==> config.mk <==
export PLATFORM = sky130hd
export DESIGN_NAME = quota_stream_gen
export DESIGN_NICKNAME = d
export VERILOG_FILES = /design/src/rtl/quota_pkg.sv /design/src/rtl/quota_calc.sv /design/src/rtl/quota_stream_gen.sv
export SDC_FILE = /design/constraint.sdc
export NUM_CORES = 1
export LEC_CHECK = 0
export ABC_CLOCK_PERIOD_IN_PS = 7260
export CORE_AREA = 4 4 55 106
export DETAILED_ROUTE_END_ITERATION = 10
export DIE_AREA = 0 0 59 110
export PLACE_DENSITY = 0.87
export SETUP_SLACK_MARGIN = 0.5
export SLEW_MARGIN = 10
export SYNTH_ARGS = -nofsm -noshare
export SYNTH_HDL_FRONTEND = slang
export SYNTH_SLANG_ARGS = --single-unit
export TNS_END_PERCENT = 20
==> constraint.sdc <==
create_clock -name clk -period 7.26 [get_ports clk]
set_input_delay 1.815 -clock clk [delete_from_list [all_inputs] [get_ports clk]]
set_output_delay 1.815 -clock clk [all_outputs]
set_load 0.03 [all_outputs]
==> src/rtl/quota_pkg.sv <==
// Shared definitions for the stochastic bitstream generator.
// Holds the FSM state type, the stream-mode encodings and two helper
// functions used both to size ports and to build the spread-mode ordering.
package quota_pkg;

    typedef enum logic {
        IDLE   = 1'b0,
        STREAM = 1'b1
    } state_t;

    localparam logic MODE_THERM  = 1'b0;
    localparam logic MODE_SPREAD = 1'b1;

    // A quota spans 0..BITSTREAM inclusive, so it needs one bit more than
    // the beat counter.
    function automatic int quota_width(input int bitstream);
        return $clog2(bitstream) + 1;
    endfunction

    // Reverses the low 'width' bits of value; upper bits of the result are zero.
    function automatic logic [31:0] bitrev(input logic [31:0] value, input int width);
        logic [31:0] r;
        r = '0;
        for (int i = 0; i < width; i++) begin
            r = r | (((value >> i) & 32'd1) << (width - 1 - i));
        end
        return r;
    endfunction

endpackage

==> src/rtl/quota_calc.sv <==
// Combinational per-channel converter from a signed QUANT-bit sample to
// the number of ones its BITSTREAM-beat window must contain.
// Ports:
//   data  - signed two's complement sample
//   quota - rounded ones-count, 0..BITSTREAM
module quota_calc
    import quota_pkg::*;
#(
    parameter int QUANT     = 8,
    parameter int BITSTREAM = 64,
    localparam int CW       = $clog2(BITSTREAM),
    localparam int QW       = quota_width(BITSTREAM),
    localparam int SH       = QUANT - CW
) (
    input  logic [QUANT-1:0] data,
    output logic [QW-1:0]    quota
);

    localparam int HALF_LSB = 2 ** (SH - 1);

    logic [QUANT:0] biased;
    logic [QUANT:0] rounded;
    logic [QUANT:0] half_lsb;

    // Adding 2^(QUANT-1) to a two's complement value is the same as
    // flipping its sign bit; the extra top bit leaves headroom for rounding.
    // The maximum rounded value shifted down is exactly BITSTREAM, so no
    // saturation is needed.
    assign half_lsb = HALF_LSB[QUANT:0];
    assign biased   = {1'b0, ~data[QUANT-1], data[QUANT-2:0]};
    assign rounded  = biased + half_lsb;
    assign quota    = QW'(rounded >> SH);

endmodule

==> src/rtl/quota_stream_gen.sv <==
// Multi-channel stochastic bitstream generator.
// Accepts a vector of CHANNELS signed samples, converts each to a quota and
// emits BITSTREAM beats per channel holding exactly that many ones, either
// packed at the start (thermometer) or evenly spread (bit-reversed counter).
// Ports:
//   clk, rst_n           - clock and asynchronous active-low reset
//   in_valid/in_ready    - input vector handshake
//   in_data              - packed samples, channel c at [c*QUANT +: QUANT]
//   in_mode              - 0 thermometer, 1 spread; sampled on accept
//   bs_valid/bs_ready    - output beat handshake
//   bs_bits              - one stream bit per channel
//   bs_first, bs_last    - beat 0 / beat BITSTREAM-1 markers
//   quota_o              - latched quotas, QW bits per channel
module quota_stream_gen
    import quota_pkg::*;
#(
    parameter int BITSTREAM = 64,
    parameter int QUANT     = 8,
    parameter int CHANNELS  = 4,
    localparam int QW       = quota_width(BITSTREAM)
) (
    input  logic                      clk,
    input  logic                      rst_n,
    input  logic                      in_valid,
    output logic                      in_ready,
    input  logic [CHANNELS*QUANT-1:0] in_data,
    input  logic                      in_mode,
    output logic                      bs_valid,
    input  logic                      bs_ready,
    output logic [CHANNELS-1:0]       bs_bits,
    output logic                      bs_first,
    output logic                      bs_last,
    output logic [CHANNELS*QW-1:0]    quota_o
);

    localparam int CW = $clog2(BITSTREAM);

    if (BITSTREAM < 2 || (BITSTREAM & (BITSTREAM - 1)) != 0) begin : g_bad_bitstream
        $error("quota_stream_gen: BITSTREAM must be a power of two");
    end
    if (QUANT <= CW) begin : g_bad_quant
        $error("quota_stream_gen: QUANT must exceed clog2(BITSTREAM)");
    end
    if (CHANNELS < 1) begin : g_bad_channels
        $error("quota_stream_gen: CHANNELS must be at least 1");
    end

    state_t                  state;
    state_t                  state_next;
    logic [CW-1:0]           cnt;
    logic [CHANNELS*QW-1:0]  quota_q;
    logic                    mode_q;
    logic [CHANNELS*QW-1:0]  quota_new;
    logic                    cnt_last;
    logic                    accept;
    logic                    beat_done;

    for (genvar c = 0; c < CHANNELS; c++) begin : g_calc
        quota_calc #(
            .QUANT     (QUANT),
            .BITSTREAM (BITSTREAM)
        ) u_calc (
            .data  (in_data[c*QUANT +: QUANT]),
            .quota (quota_new[c*QW +: QW])
        );
    end

    assign cnt_last  = (cnt == CW'(BITSTREAM - 1));
    assign accept    = in_valid & in_ready;
    assign beat_done = bs_valid & bs_ready;

    // State register; reset mid-window simply abandons the window.
    always_ff @(posedge clk or negedge rst_n) begin
        if (!rst_n) begin
            state <= IDLE;
        end else begin
            state <= state_next;
        end
    end

    // Next state and handshake outputs. in_ready opens on the last beat only
    // when that beat is being taken, so a new vector can follow with no bubble.
    always_comb begin
        state_next = state;
        in_ready   = 1'b0;
        bs_valid   = 1'b0;
        unique case (state)
            IDLE: begin
                in_ready = 1'b1;
                if (in_valid) begin
                    state_next = STREAM;
                end
            end
            STREAM: begin
                bs_valid = 1'b1;
                in_ready = cnt_last & bs_ready;
                if (cnt_last && bs_ready && !in_valid) begin
                    state_next = IDLE;
                end
            end
            default: state_next = IDLE;
        endcase
    end

    // Beat counter plus the quotas and mode captured on accept. After the
    // final beat without a new vector the counter wraps to zero on its own.
    always_ff @(posedge clk or negedge rst_n) begin
        if (!rst_n) begin
            cnt     <= '0;
            quota_q <= '0;
            mode_q  <= MODE_THERM;
        end else if (accept) begin
            cnt     <= '0;
            quota_q <= quota_new;
            mode_q  <= in_mode;
        end else if (beat_done) begin
            cnt     <= cnt + 1'b1;
        end
    end

    // Stream bits come from registered state only. Spread mode compares the
    // bit-reversed counter against the quota; since reversal is a permutation
    // of the beat indices the ones count is unchanged but evenly distributed.
    always_comb begin
        logic [CW-1:0] idx;
        logic [QW-1:0] q;
        bs_bits = '0;
        idx     = (mode_q == MODE_SPREAD) ? CW'(bitrev(32'(cnt), CW)) : cnt;
        q       = '0;
        for (int c = 0; c < CHANNELS; c++) begin
            q          = quota_q[c*QW +: QW];
            bs_bits[c] = bs_valid & ({1'b0, idx} < q);
        end
    end

    assign bs_first = bs_valid & (cnt == '0);
    assign bs_last  = bs_valid & cnt_last;
    assign quota_o  = quota_q;

endmodule
* Word-level counts from Yosys, hierarchy flattened
Index checks and enable logic that the tools add are counted.
** Storage, ports and cells
- Register bits after elaboration :: 36
- Input port bits :: 37
- Output and inout port bits :: 36
- Word-level logic and storage cells :: 46
** Operators by class
- Add/subtract/negate cells :: 5
- Magnitude comparators :: 4
- Eq/ne operators :: 1
- Mux-type cells :: 8
- Bitwise gates (word level) :: 19
- Reductions and logical operators :: 5
** Operators with widths (number)
- $add 8x2->9 const B :: 4
- $lt 6x7->1 :: 4
- $mux 6 :: 3
- $and 1x1->1 :: 9
- $add 6x1->6 const B :: 1
- $eq 6x6->1 const B :: 1
- $logic_not 6->1 :: 1
- $or 6x1->6 :: 1
- $or 6x2->6 :: 1
- $or 6x3->6 :: 1
- $or 6x4->6 :: 1
- $or 6x5->6 :: 1
- $not 1->1 :: 5
- $pmux 1 s2 :: 2
- $mux 1 :: 3
- $logic_and 1x1->1 :: 2
- $reduce_bool 2->1 :: 1
- $logic_not 1->1 :: 1

* Longest topological paths before layout
Gate-level depths: netlist (run 1).
- Depth in word-level cells :: 8
- Mapped depth :: 8
- Depth with buffers taken out :: 7

* Modules after synthesis
From an unflattened synthesis (run 1), not the netlist that was laid out.
** Second synthesis, totals
- Cell total of the unflattened synthesis :: 261
- Area total of the unflattened synthesis :: 2531.2 um2
** By module, submodules not included
- quota_stream_gen :: times used 1, cells an instance 205, area each 2135.8 um2, seq. area each 900.9 um2
- quota_calc :: times used 4, cells an instance 14, area each 98.8 um2, seq. area each 0.0 um2

* Worst setup path after synthesis (run 1)
Ideal clock, no wire load.
- Kind :: input to output
- Start :: input port bs_ready
- End :: output port in_ready
- Arrival :: 2.609 ns
- Required time :: 5.445 ns
- Path slack :: 2.836 ns
- Cell stages on the path :: 3
- Buffers on the path :: 1
- Cell sequence :: nand3_2 -> o21ai_4 -> clkbuf_1
** Between the ends
- Cells in the longest elaborated chain, start to end :: 2
** Ends and longest elaborated chain
- from (decl) :: RTL line quota_stream_gen.sv:29 : input logic bs_ready,
- $and 1x1->1 :: RTL line quota_stream_gen.sv:96 : in_ready = cnt_last & bs_ready;
- $pmux 1 s2 :: RTL line quota_stream_gen.sv:87 : unique case (state)
- to (decl) :: RTL line quota_stream_gen.sv:25 : output logic in_ready,
Every way passes these cells.

* Worst setup path after layout (run 1)
Same ends and word-level chain as after synthesis.

==> flow_summary.yaml, run 1 <==
final_layout:
  diodes_inserted: 0
  layout-drive-gt1-share_pct: 7.36
  finish.net_count: 389
  layout.filler_cells: 413
  multi_input_comb_area_um2: 1420
  area.growth.synth_to_final_pct: 31.7
  ff_latch_area_um2: 901
worst_hold_path:
  worst_hold_path.endpoint: "quota_o[0]$_DFFE_PN0N_"
  hold_path_startpoint: "quota_o[0]$_DFFE_PN0N_"
  hold_path.class: "register to register"
  holdPathStages: 1
sta:
  final_max_slew_viol_count: 0
  max-slew-margin-rel_pct: 49.1
  period_minus_slack_ps: 5560
  maxClockFrequency_mhz: 180
  setup_total_negative_slack_ps: 0
  grt_setup_unrepaired: "false"
  final_critical_path_setup_slack_ps: 1700
  finalCritPeriodShare_pct: 76.5
  hold_viol_final: 0
  timing_worst_slew_pin_value_ps: 755
  skew_ps: 4.50
  final-setup-viol-count: 0
worst_setup_path:
  worst_setup_path_start_kind: "input port"
  regToRegSetupSlack_ps: 4450
  largest_fanout_on_the_critical_path: 16
  critPathArrivalTime_ps: 3740
  timing.rr.start: "cnt[0]$_DFFE_PN0P_"
  timing.critical_path.to_type: "primary output"
  timing_worst_setup_path_type: "input port to primary output"
  worst_r2r_path_depth: 6
  critPathRequiredTime_ps: 5450
  crit-reg2reg-capture: "quota_o[7]$_DFFE_PN0N_"
global_routing:
  grt_pass1_vias: 2318
  grt_antenna_before_repair: 0
  wire_length_of_the_first_global_routing_pass_mm: 10.4
  largest_net_degree_at_the_start_of_global_routing: 37
  met2_resource_use_gr_pct: 43.0
  grt_util_met3_pct: 2.91
  grt_util_met1_pct: 20.0
  globalRoute.totalOverflow: 0
  grt.total_usage_pct: 21.4
  top_usage_layer: "met2"
floorplan:
  floorplan.initialDensity_pct: 49.8
  die_h_um: 110
  dieWidth_um: 59
  top_level_ports: 73
  std_cell_core_area_um2: 4950
  die_area_um2: 6490
  fp-row-count: 36
route:
  drt_iter0_drc: 63
  routedWlPerCell_um: 16.9
  routed-via-count: 2141
  postRouteWirelength_mm: 6.46
  ant_nets: 0
  detail_route.first_pass.iterations: 4
  drc: 0
  drt-vias-per-instance: 5.59
cts:
  cts-root-to-sink-buffers: 2
  ctsHtreeMaxLevel: 2
  cts-resized-gates: 0
  number_of_cts_inserted_buffers: 5
  clkSinkCount: 36
  clock_insertion_delay_at_the_later_pin_of_the_skew_report_ps: 290
  clk_pin_slew_ps: 70
  post_cts_buffers: 0
  clk_root_buffer_cell: "sky130_fd_sc_hd__clkbuf_8"
  cts_hold_buf: 0
  tritoncts: "built"
yosys:
  ys.warnings.count: 0
  ys_seq_elements: 36
  seq_area_frac_synth_pct: 36.5
  syn_nets: 321
  post_synth_main_area_contributors: "sky130_fd_sc_hd__dfrtp_1, sky130_fd_sc_hd__ha_1, sky130_fd_sc_hd__nand3_1"
  synth.top_cell.area_share_pct: 36.5
  netlist.top_cell.by_area: "sky130_fd_sc_hd__dfrtp_1"
  mappedNetlistArea_um2: 2470
  synthesis.instances: 258
  post_synth_num_cell_types: 34
  synth_area_per_cell_um2: 9.57
power:
  peakVddDrop_v: 0.000183
  cellLeakagePower_uw: 0.00148
  power-per-cell-area_nw_per_um2: 259
  total_power_uw: 841
placed_design:
  dpl_worst_slack_ps: 1720
  gpl.final_weighted_congestion: 0.839
  port-buffer-count: 68
  dp.final_hpwl_mm: 5.00
outcome:
  run_status: "finished, final reports clean"
run:
  cap_viol_max_count: 0
-- synthesized netlist by cell type --
master,n
sky130_fd_sc_hd__and3_1,5
sky130_fd_sc_hd__buf_6,1
sky130_fd_sc_hd__xor2_1,11
sky130_fd_sc_hd__nor3b_1,4
sky130_fd_sc_hd__a21oi_1,15
sky130_fd_sc_hd__mux2i_1,9
sky130_fd_sc_hd__and3b_1,1
sky130_fd_sc_hd__nor2_1,12
sky130_fd_sc_hd__buf_2,1
sky130_fd_sc_hd__xnor2_1,13
sky130_fd_sc_hd__o21ai_4,1
sky130_fd_sc_hd__buf_12,1
sky130_fd_sc_hd__o211ai_1,1
sky130_fd_sc_hd__a21o_1,2
sky130_fd_sc_hd__buf_4,1
sky130_fd_sc_hd__mux2_2,7
sky130_fd_sc_hd__a31oi_1,3
sky130_fd_sc_hd__clkbuf_1,5
sky130_fd_sc_hd__mux2_4,6
sky130_fd_sc_hd__ha_1,26
sky130_fd_sc_hd__o31ai_1,1
sky130_fd_sc_hd__inv_1,23
sky130_fd_sc_hd__nand2_1,20
sky130_fd_sc_hd__dfrtp_1,36
sky130_fd_sc_hd__and2_1,1
sky130_fd_sc_hd__nand3_2,1
sky130_fd_sc_hd__or4b_2,1
sky130_fd_sc_hd__nor3_1,3
sky130_fd_sc_hd__a211oi_1,1
sky130_fd_sc_hd__o21ai_0,17
sky130_fd_sc_hd__nor2b_1,1
sky130_fd_sc_hd__o21a_1,1
sky130_fd_sc_hd__a211o_1,3
sky130_fd_sc_hd__nand3_1,24
-- stage by stage --
step | area, um^2 | instances | hold WS (ps) | util, %
finish | 3250 | 383 | 546 | 65.6
CTS | 3250 | 383 | 545 | 65.6
global route | 3250 | 383 | 566 | 65.6
detailed placement | 3170 | 376 | 525 | 64.0
floorplan | 2470 | 258 | 532 | -
global placement | 3170 | 376 | 524 | 64.0
-- flip-flops by register name, summed over array words and instances, names as in the netlist --
| register | cells |
|---|---|
| quota_o | 28 |
| cnt | 6 |
| mode_q | 1 |
| state | 1 |
-- worst max path at each step --
| stage | from | endpoint | depth (start not counted) |
|---|---|---|---|
| finish | bs_ready | in_ready | 4 |
| floorplan | bs_ready | in_ready | 3 |
| global route | bs_ready | in_ready | 4 |
| detailed placement | bs_ready | in_ready | 4 |
| global placement | bs_ready | in_ready | 4 |
| CTS | bs_ready | in_ready | 4 |
-- where the power goes --
| group | switching [uW] | internal, uW |
|---|---|---|
| Combinational | 240 | 190 |
| Clock | 69.6 | 65.2 |
| Sequential | 42.0 | 234 |
-- layout by cell type (no fill, tap or decap), types with 7 or more instances in the layout --
cell type / instances
sky130_fd_sc_hd__clkdlybuf4s50_1: 68
sky130_fd_sc_hd__dfrtp_1: 36
sky130_fd_sc_hd__ha_1: 26
sky130_fd_sc_hd__nand3_1: 24
sky130_fd_sc_hd__inv_1: 23
sky130_fd_sc_hd__nand2_1: 20
sky130_fd_sc_hd__o21ai_0: 17
sky130_fd_sc_hd__a21oi_1: 15
sky130_fd_sc_hd__xnor2_1: 13
sky130_fd_sc_hd__nor2_1: 12
sky130_fd_sc_hd__xor2_1: 11
sky130_fd_sc_hd__mux2i_1: 9
sky130_fd_sc_hd__mux2_2: 7
-- per-layer routing --
layer	vias up	part of all wire (%)
met5	-	0
li1	1028	-
met2	57	59
met4	0	2.8
met3	13	3.1
met1	1043	35
-- cells by family after synthesis --
logic type / Yosys count / share of synthesized area, %
and+or+nand+nor: 73 / 14.5
buffers and inverters: 32 / 6.03
muxes: 22 / 10.5
AOI/OAI and AO/OA: 45 / 10.8
adders and majority gates: 26 / 13.2
xor gates and xnor gates: 24 / 8.51
DFF: 36 / 36.5
-- worst max-delay path, cell delays in order --
cell and delay, ps:
sky130_fd_sc_hd__clkdlybuf4s50_1 560, sky130_fd_sc_hd__nand3_2 130, sky130_fd_sc_hd__o21ai_4 460, sky130_fd_sc_hd__clkdlybuf4s50_1 770
-- final cells by class --
class	instances	area share, %
Tap cell	57	2.19
Clock inverter	1	0.154
Clock buffer	6	2.23
Timing Repair Buffer	70	21.4
Multi-Input combinational cell	190	43.6
Inverter	23	2.66
Sequential cell	36	27.7
(Power assumes the default switching activity.)
==> inputs of run 2 (changes only) <==
ABC_CLOCK_PERIOD_IN_PS = 4970   (was 7260)
CORE_AREA = 4 4 59 115   (was 4 4 55 106)
DIE_AREA = 0 0 63 119   (was 0 0 59 110)
PLACE_DENSITY = 0.8   (was 0.87)
clock period = 4.97 ns   (was 7.26 ns; I/O delays follow)
==> run 2 against run 1 <==
Compared with the run above:
- clock skew is 1.2 ps higher
- first-iteration DRC count is 6.3% lower
- count of clock-buffer cells in the layout stayed put
- setup slack worse by 900 ps
- routed wire length is 0.50% higher
- highest routed layer unchanged
- critical path depth is 3 higher
- largest cell class unchanged
==> flow_summary.yaml, run 2 (synthesized netlist as in run 1, its figures left out) <==
worst_hold_path:
  hold_path_startpoint: "quota_o[10]$_DFFE_PN0N_"
  hold_path.class: "register to register"
  worst_hold_path.endpoint: "quota_o[10]$_DFFE_PN0N_"
  holdPathStages: 2
route:
  drc: 0
  postRouteWirelength_mm: 6.49
  routed-via-count: 2129
  routedWlPerCell_um: 16.6
  detail_route.first_pass.iterations: 4
  drt_iter0_drc: 59
  ant_nets: 0
  drt-vias-per-instance: 5.45
cts:
  cts-root-to-sink-buffers: 2
  post_cts_buffers: 0
  cts-resized-gates: 0
  clkSinkCount: 36
  ctsHtreeMaxLevel: 2
  number_of_cts_inserted_buffers: 5
  clk_root_buffer_cell: "sky130_fd_sc_hd__clkbuf_16"
  tritoncts: "built"
  cts_hold_buf: 0
  clock_insertion_delay_at_the_later_pin_of_the_skew_report_ps: 280
  clk_pin_slew_ps: 50
final_layout:
  multi_input_comb_area_um2: 1420
  diodes_inserted: 0
  layout-drive-gt1-share_pct: 7.93
  largest_reg_flops: 28
  leading_cell_type_in_the_layout_fill_and_taps_excluded: "sky130_fd_sc_hd__clkdlybuf4s50_1"
  layout.cells.most_common_list: "sky130_fd_sc_hd__clkdlybuf4s50_1, sky130_fd_sc_hd__dfrtp_1, sky130_fd_sc_hd__ha_1"
  finalCoreUtilization_pct: 55.9
  layout.filler_cells: 524
  area.growth.synth_to_final_pct: 34.9
  ff_latch_area_um2: 901
  finish.net_count: 391
sta:
  skew_ps: 5.69
  final_max_slew_viol_count: 0
  finalCritPeriodShare_pct: 83.9
  final-setup-viol-count: 0
  grt_setup_unrepaired: "false"
  maxClockFrequency_mhz: 240
  max-slew-margin-rel_pct: 52.0
  period_minus_slack_ps: 4170
  setup_total_negative_slack_ps: 0
  timing_worst_slew_pin_value_ps: 718
  hold_viol_final: 0
worst_setup_path:
  worst_r2r_path_depth: 7
  timing_worst_setup_path_type: "register to primary output"
  timing.critical_path.buf_inv: 1
  regToRegSetupSlack_ps: 2510
  timing.critical_path.to_type: "primary output"
  timing.rr.start: "cnt[0]$_DFFE_PN0P_"
  cp_slowest_stage_delay_ps: 730
  critPathRequiredTime_ps: 3730
  worst_setup_path_start_kind: "register"
  timing.critical_path.cells: "mux2_2 -> ha_1 -> a21oi_1 -> o21ai_0 -> a21o_1 -> a31oi_1 -> clkdlybuf4s50_1"
  cp_top_family: "buffers and inverters"
  critical-path-slowest-cell: "sky130_fd_sc_hd__clkdlybuf4s50_1"
  largest_fanout_on_the_critical_path: 8
  crit-reg2reg-capture: "quota_o[13]$_DFFE_PN0N_"
  critPathArrivalTime_ps: 2930
placed_design:
  gpl.final_weighted_congestion: 0.850
  port-buffer-count: 68
  dp.final_hpwl_mm: 5.06
global_routing:
  top_usage_layer: "met2"
  globalRoute.totalOverflow: 0
  met2_resource_use_gr_pct: 35.8
  grt_util_met1_pct: 18.0
  grt_antenna_before_repair: 0
  grt.total_usage_pct: 18.6
  largest_net_degree_at_the_start_of_global_routing: 37
  grt_pass1_vias: 2304
  grt_util_met3_pct: 3.30
  wire_length_of_the_first_global_routing_pass_mm: 10.9
power:
  power-per-cell-area_nw_per_um2: 397
  cellLeakagePower_uw: 0.00152
  total_power_uw: 1320
  peakVddDrop_v: 0.000267
floorplan:
  std_cell_core_area_um2: 5960
  die_area_um2: 7500
  floorplan.initialDensity_pct: 41.4
  top_level_ports: 73
  die_h_um: 119
  fp-row-count: 40
  dieWidth_um: 63
run:
  cap_viol_max_count: 0
outcome:
  run_status: "finished, final reports clean"
## run 2: cell types whose count changed in the layout (fill, tap and decap cells not counted), sizes merged
cell  previous run  this run
buf              2         4
## run 2: layout make-up
class | instances | area share [%]
Tap cell | 63 | 2.37
Timing Repair Buffer | 72 | 21.3
Clock buffer | 6 | 3.87
Clock inverter | 1 | 0.150
Sequential cell | 36 | 27.1
Inverter | 23 | 2.59
Multi-Input combinational cell | 190 | 42.6
## run 2: power by group
group | internal (uW) | leakage, uW | total, uW | switching, uW
clock | 182 | 0.0000667 | 297 | 115
sequential | 342 | 0.000429 | 404 | 61.4
combinational | 276 | 0.00102 | 622 | 346
total | 801 | 0.00152 | 1320 | 522
## run 2: per-layer routing
metal / up-vias / wire, um
met5: - / 0
met4: 0 / 229
met3: 16 / 225
met2: 57 / 3820
met1: 1026 / 2220
li1: 1030 / -
## run 2: tightest hold or removal path: stages (launching register included)
cell and delay (ps):
sky130_fd_sc_hd__dfrtp_1 370, sky130_fd_sc_hd__a21oi_1 50, sky130_fd_sc_hd__a21oi_1 100
## run 2: worst max path at each step
stage	startpoint	endpoint	slack, ps	depth (start not counted)
after detailed placement	bs_ready	in_ready	880	4
after floorplan	mode_q$_DFFE_PN0N_	bs_bits[2]	1530	7
after global routing	mode_q$_DFFE_PN0N_	bs_bits[3]	690	7
after CTS	mode_q$_DFFE_PN0N_	bs_bits[2]	630	7
final	mode_q$_DFFE_PN0N_	bs_bits[3]	800	7
after global placement	bs_ready	in_ready	890	4
## run 2: stage by stage
step           hold WS [ps]  setup WS [ps]  area [um^2]  instances
5_1_grt                 583            687         3330        391
6_report                563            800         3330        391
2_1_floorplan           532           1530         2470        258
3_3_place_gp            534            887         3200        384
3_5_place_dp            545            876         3200        384
4_1_cts                 561            627         3330        391
